===== src/rtl/result_stream_collector.sv =====
// Purpose : collect N beats of N results from the matrix engine and present the full NxN matrix in row-major order.
// Latency : m_valid rises the cycle after the Nth beat; m_data is registered with no combinational path from s_data.
// Backpr. : s_ready=0 while no bank is free; the matrix is held stable on m_data until m_ready.
//
// Ports:
//   clk, reset (async, active-low)
//   collect_by_row : requested direction (1 = rows, 0 = columns), taken on the first beat only
//   clear          : synchronous discard of any partial or buffered matrix
//   s_valid/s_ready/s_by_row/s_data : engine result stream, N lanes per beat
//   m_valid/m_ready/m_data          : matrix-wide output, m_data[i][j] = row i, column j
//   beat_idx       : beats accepted into the matrix currently being collected
//
// Build option COLLECTOR_DBUF_EN: two ping-pong banks so collection of the next matrix
// overlaps draining of the previous one (N cycles per matrix instead of N+1).
module result_stream_collector #(
    parameter int DATA_WIDTH   = 8,
    parameter int N            = 4,
    parameter int C_DATA_WIDTH = 2*DATA_WIDTH+$clog2(N)
) (
    input  logic                                      clk,
    input  logic                                      reset,
    input  logic                                      collect_by_row,
    input  logic                                      clear,
    input  logic                                      s_valid,
    output logic                                      s_ready,
    output logic                                      s_by_row,
    input  logic [N-1:0][C_DATA_WIDTH-1:0]            s_data,
    output logic                                      m_valid,
    input  logic                                      m_ready,
    output logic [N-1:0][N-1:0][C_DATA_WIDTH-1:0]     m_data,
    output logic [$clog2(N+1)-1:0]                    beat_idx
);
    localparam int BW = $clog2(N+1);
    localparam int IW = (N > 1) ? $clog2(N) : 1;
    localparam logic [BW-1:0] LAST_BEAT = BW'(N-1);

    typedef enum logic {
        COLLECT = 1'b0,
        FULL    = 1'b1
    } state_t;

    typedef logic [N-1:0][N-1:0][C_DATA_WIDTH-1:0] mat_t;

    logic          first_beat;
    logic          eff_row;
    logic          beat;
    logic          last_beat;
    logic [IW-1:0] wr_idx;

    assign first_beat = (beat_idx == '0);
    assign last_beat  = (beat_idx == LAST_BEAT);
    assign wr_idx     = beat_idx[IW-1:0];
    assign s_by_row   = eff_row;
    // A beat coincident with clear is dropped.
    assign beat       = s_valid && s_ready && !clear;

`ifdef COLLECTOR_DBUF_EN
    state_t        bank_q [2];
    state_t        bank_d [2];
    logic [1:0]    mode_reg;
    logic          fill_sel;
    logic          drain_sel;
    mat_t [1:0]    mat_buf;
    logic          drain_hs;

    // Direction is latched per bank so each matrix keeps the mode of its own first beat.
    assign eff_row  = first_beat ? collect_by_row : mode_reg[fill_sel];
    assign m_data   = mat_buf[drain_sel];
    assign drain_hs = m_valid && m_ready && !clear;

    always_comb begin
        bank_d  = bank_q;
        // Fill bank only ever points at a FULL bank when both banks are FULL.
        s_ready = (bank_q[fill_sel] == COLLECT);
        m_valid = (bank_q[drain_sel] == FULL);
        if (s_ready && s_valid && last_beat) begin
            bank_d[fill_sel] = FULL;
        end
        // Fill and drain never target the same bank in one cycle: a draining bank is FULL.
        if (m_valid && m_ready) begin
            bank_d[drain_sel] = COLLECT;
        end
        if (clear) begin
            bank_d[0] = COLLECT;
            bank_d[1] = COLLECT;
        end
    end

    always_ff @(posedge clk or negedge reset) begin
        if (!reset) begin
            bank_q[0] <= COLLECT;
            bank_q[1] <= COLLECT;
            mode_reg  <= '0;
            fill_sel  <= 1'b0;
            drain_sel <= 1'b0;
            beat_idx  <= '0;
            mat_buf   <= '0;
        end else begin
            bank_q[0] <= bank_d[0];
            bank_q[1] <= bank_d[1];
            if (clear) begin
                beat_idx  <= '0;
                fill_sel  <= 1'b0;
                drain_sel <= 1'b0;
            end else begin
                if (drain_hs) begin
                    drain_sel <= ~drain_sel;
                end
                if (beat) begin
                    beat_idx <= last_beat ? '0 : beat_idx + BW'(1);
                    if (last_beat) begin
                        fill_sel <= ~fill_sel;
                    end
                    if (first_beat) begin
                        mode_reg[fill_sel] <= collect_by_row;
                    end
                    for (int j = 0; j < N; j++) begin
                        if (eff_row) begin
                            mat_buf[fill_sel][wr_idx][j] <= s_data[j];
                        end else begin
                            mat_buf[fill_sel][j][wr_idx] <= s_data[j];
                        end
                    end
                end
            end
        end
    end
`else
    state_t state_q;
    state_t state_d;
    logic   mode_reg;
    mat_t   mat_buf;

    assign eff_row = first_beat ? collect_by_row : mode_reg;
    assign m_data  = mat_buf;

    always_comb begin
        state_d = state_q;
        s_ready = 1'b0;
        m_valid = 1'b0;
        case (state_q)
            COLLECT: begin
                s_ready = 1'b1;
                if (s_valid && last_beat) begin
                    state_d = FULL;
                end
            end
            FULL: begin
                m_valid = 1'b1;
                if (m_ready) begin
                    state_d = COLLECT;
                end
            end
            default: state_d = COLLECT;
        endcase
        if (clear) begin
            state_d = COLLECT;
        end
    end

    always_ff @(posedge clk or negedge reset) begin
        if (!reset) begin
            state_q  <= COLLECT;
            mode_reg <= 1'b0;
            beat_idx <= '0;
            mat_buf  <= '0;
        end else begin
            state_q <= state_d;
            if (clear) begin
                // Buffer contents are left as they are; only the bookkeeping is reset.
                beat_idx <= '0;
            end else if (beat) begin
                beat_idx <= last_beat ? '0 : beat_idx + BW'(1);
                if (first_beat) begin
                    mode_reg <= collect_by_row;
                end
                for (int j = 0; j < N; j++) begin
                    if (eff_row) begin
                        mat_buf[wr_idx][j] <= s_data[j];
                    end else begin
                        mat_buf[j][wr_idx] <= s_data[j];
                    end
                end
            end
        end
    end
`endif

endmodule


===== config.mk =====
export PLATFORM = sky130hd
export DESIGN_NAME = result_stream_collector
export DESIGN_NICKNAME = d
export VERILOG_FILES = /design/src/rtl/result_stream_collector.sv
export SDC_FILE = /design/constraint.sdc
export NUM_CORES = 1
export LEC_CHECK = 0
export BUFFER_PORTS_ARGS = -buffer_cell sky130_fd_sc_hd__buf_2
export CAP_MARGIN = 40
export CORE_UTILIZATION = 49
export CTS_CLUSTER_DIAMETER = 60
export DETAILED_ROUTE_END_ITERATION = 6
export PLACE_DENSITY = 0.77
export REMOVE_ABC_BUFFERS = 1
export SETUP_SLACK_MARGIN = 0.5
export SYNTH_ARGS = -nofsm -noshare
export SYNTH_HDL_FRONTEND = slang
export SYNTH_SLANG_ARGS = --single-unit

===== constraint.sdc =====
create_clock -name clk -period 2.2 [get_ports clk]
set_input_delay 0 -clock clk [delete_from_list [all_inputs] [get_ports clk]]
set_output_delay 0 -clock clk [all_outputs]
set_load 0.005 [all_outputs]

==> impl_results.rst <==
.. list-table::
   :header-rows: 1

   * - Metric
     - Value
   * - Buffers on Ports
     - 371
   * - Main area contributors after synthesis
     - dfrtp_1, mux2_2, a2bb2oi_1, mux2i_1, o2bb2ai_1
   * - Worst R2R Path Depth
     - 9
   * - Data arrival time of the critical path
     - 2.62 ns
   * - First-pass GRT wire length
     - 94900 um
   * - Length of the first detailed-routing pass in iterations
     - 6
   * - Placer's final routability congestion estimate
     - 0.919
   * - Tot GR Track Use
     - 0.403
   * - Area growth from synthesis to layout
     - 47.5%
   * - Fmax
     - 452 MHz
   * - Remaining max-slew budget at the tightest pin
     - 0.559
   * - Number of global-route vias before repair
     - 15300
   * - Prevailing post-synth register cell
     - dfrtp_1
   * - Effective utilization at floorplan
     - 0.502
   * - Maximum number of pins on one net before global-route repair
     - 72
   * - Mean Syn Cell Area
     - 11.1 um^2
   * - Cell Count, Final, Fillers Out
     - 2278
   * - Count of flip-flops with a built-in enable after synthesis
     - 0
   * - Critical path fanouts, max
     - 18
   * - Worst setup path category
     - reg2reg
   * - Data required time at the worst endpoint
     - 2.60 ns
   * - XOR/XNOR share of the synthesized area
     - 0
   * - Final slew viol count
     - 0
   * - Insertion delay of the later-clocked pin in the worst-skew pair
     - 0.52 ns
   * - Portion of the post-synthesis area used by sequential elements
     - 0.490
   * - Total global routing overflow
     - 0
   * - Fraction of final layout cells with drive strength greater than 1
     - 0.459
   * - Commonest non-fill, non-tap cell in the layout
     - buf_2
   * - Rows
     - 63
   * - Die Height
     - 177 um
   * - Count of inserted antenna diode cells
     - 0
   * - Area taken by flip-flops and latches
     - 7330 um^2
   * - Actual transition at the worst max-transition pin
     - 0.661 ns
   * - Worst r2r dst
     - m_data[148]$_DFFE_PN0P_
   * - Max FFs per register
     - 270
   * - Max Clock Skew
     - 0.00805 ns
   * - Slack of the worst reg-to-reg path
     - -0.01 ns
   * - Asr flop ratio synth
     - 1.00
   * - Max VDD drop
     - 793 uV
   * - Clock root buffer
     - clkbuf_16
   * - Number of antenna violations at the first check in global routing
     - 0
   * - Synth Area in Simple Gates
     - 0.0613
   * - Max-capacitance violation count
     - 0
   * - Vias per cell
     - 7.06
   * - Post-synthesis cell area
     - 15000 um^2
   * - Critical path launch point type
     - register
   * - Net total in the final layout
     - 1947
   * - Static Leak
     - 9.77 nW
   * - Clk slew on worst S/H paths
     - 0.06 ns
   * - Synth Register Bits
     - 293
   * - Count of endpoints failing hold in the final timing report
     - 0
   * - Core footprint
     - 29800 um^2
   * - Power per cell area
     - 1030 nW/um^2
   * - Unrepaired setup endpoints after global routing
     - true
   * - Dominant combinational cell family by area after synthesis
     - compound AO/OA/AOI/OAI gates
   * - Unique masters post-synth
     - 52
   * - Largest area contributor in the synthesized netlist
     - dfrtp_1
   * - Setup-failing EPs final
     - 1
   * - Worst Hold Class
     - in2async
   * - Width of the die
     - 177 um
   * - Failing checks
     - negative setup slack
   * - Kind of capture point of the worst setup path
     - register
   * - Number of nets still failing antenna checks after routing
     - 0
   * - Clock buffer depth
     - 3
   * - Clock tree from TritonCTS
     - built
   * - Routed len/inst
     - 30.7 um
   * - Number of DRC markers after the initial detailed-route iteration
     - 2159
   * - Multiplexer share of the synthesized area
     - 0.124
   * - TritonCTS Buffers
     - 34
   * - Final worst path period share
     - 1.01
   * - I/O pin count
     - 372
   * - Mapped Cells
     - 1342
   * - Synthesized-area fraction occupied by adder cells
     - 0.00502
   * - Final standard cell utilization of the core
     - 0.740
   * - Total Die Area
     - 31200 um^2
   * - Most frequent cells in the layout
     - buf_2, dfrtp_1, mux2_2
   * - Via Count
     - 16100
   * - Half-perimeter wire length after placement
     - 39600 um
   * - Clock sink count
     - 293
   * - Outcome
     - finished, violations left
   * - Final setup margin
     - -0.0114 ns
   * - Number of DRC violations after detailed routing
     - 0
   * - Routed wire length
     - 69900 um
   * - Reg2reg start
     - beat_idx[1]$_DFFE_PN0P_
   * - Fill count
     - 1878
   * - Post-layout minimum cycle time
     - 2.21 ns
   * - Inst Count DP
     - 2074
   * - Top cell type's share of synthesized area
     - 0.490
   * - Number of H-tree branching levels
     - 2
   * - Final hold slack
     - 0.0225 ns
   * - Multi-input logic area
     - 7990 um^2
   * - Synthesized-area fraction occupied by ao, oa, aoi and oai cells
     - 0.264
   * - Accumulated negative setup slack
     - -0.0114 ns
   * - Yosys warns
     - 0
## layer usage
metal  vias to the layer above  GRT usage  wire length [um]
met4                         0      0.236              5550
met1                      7845      0.522             24500
met3                       466      0.107              9890
met2                      1516      0.606             29900
li1                       6245          -                 -
met5                         -          0                 0
## metrics by stage
stage          power (mW)  setup WS, ns  instance area [um^2]
6_report             22.8       -0.0114                 22000
5_1_grt              23.5        -0.132                 22000
4_1_cts              21.6         0.209                 20700
3_5_place_dp         15.3       -0.0538                 17800
3_3_place_gp         15.1       -0.0522                 17800
2_1_floorplan        11.7         -8.92                 14400
## kinds of logic (layout without fill, tap and decap cells)
logic type,Yosys count,after routing
AO/OA/AOI/OAI,493,493
AND/OR/NAND/NOR,184,184
buffers and inverters,195,741
adder cells (fa/ha/maj),6,6
flip-flops,293,293
multiplexers,171,171
## worst max-delay path, cell delays in order (launching register included)
cell       delay (ns)
dfrtp_1          0.40
inv_2            0.10
ha_4             0.20
buf_4            0.15
buf_4            0.10
inv_1            0.10
buf_4            0.25
a2111oi_1        0.46
a31oi_1          0.14
o32a_1           0.20
## worst max-delay path by stage
| stage | start | to | slack [ns] | cells past startpoint |
|---|---|---|---|---|
| after global routing | beat_idx[0]$_DFFE_PN0P_ | m_data[148]$_DFFE_PN0P_ | -0.13 | 9 |
| after floorplan | state_q$_DFF_PN0_ | mode_reg$_DFFE_PN0P_ | -8.92 | 3 |
| final | beat_idx[1]$_DFFE_PN0P_ | m_data[148]$_DFFE_PN0P_ | -0.01 | 9 |
| after detailed placement | beat_idx[0]$_DFFE_PN0P_ | m_data[18]$_DFFE_PN0P_ | -0.05 | 7 |
| after global placement | beat_idx[1]$_DFFE_PN0P_ | m_data[24]$_DFFE_PN0P_ | -0.05 | 7 |
| after CTS | beat_idx[0]$_DFFE_PN0P_ | m_data[82]$_DFFE_PN0P_ | 0.21 | 7 |
## cell usage after synthesis, types with 3 or more instances
master,n
a2111oi_0,34
a211oi_1,19
a21oi_1,39
a221oi_1,17
a22o_1,36
a22oi_1,6
a2bb2oi_1,90
a31oi_1,35
and2_1,3
buf_2,60
buf_4,6
clkbuf_1,65
dfrtp_1,293
ha_1,6
inv_1,60
mux2_2,108
mux2i_1,63
nand2_1,45
nand2b_1,46
nor2_1,39
nor3_1,35
o211ai_2,5
o21a_1,6
o21ai_0,22
o21ai_2,3
o22ai_1,35
o2bb2ai_1,52
o31a_1,17
o32a_1,34
o32ai_1,34
## cell type report
class	instances	share of cell area
Multi-Input combinational cell	854	0.362
Sequential cell	293	0.333
Timing Repair Buffer	618	0.222
Clock buffer	46	0.0434
Tap cell	390	0.0221
Inverter	62	0.0109
Clock inverter	15	0.00641
## power by group
group | internal (mW) | switching, mW
Clock | 3.31 | 2.38
Combinational | 4.22 | 4.25
Sequential | 7.24 | 1.35
## repair_timing
action | in CTS | in global routing
gates cloned | 13 | 10
pin swaps | 22 | 56
setup buffers | 26 | 19
setup endpoints to repair | 289 | 289
resized for setup | 104 | 177
hold buffers | 75 | 0
endpoints found under the hold margin | 439 | 0
No activity file was read; power rests on OpenSTA's default activity.
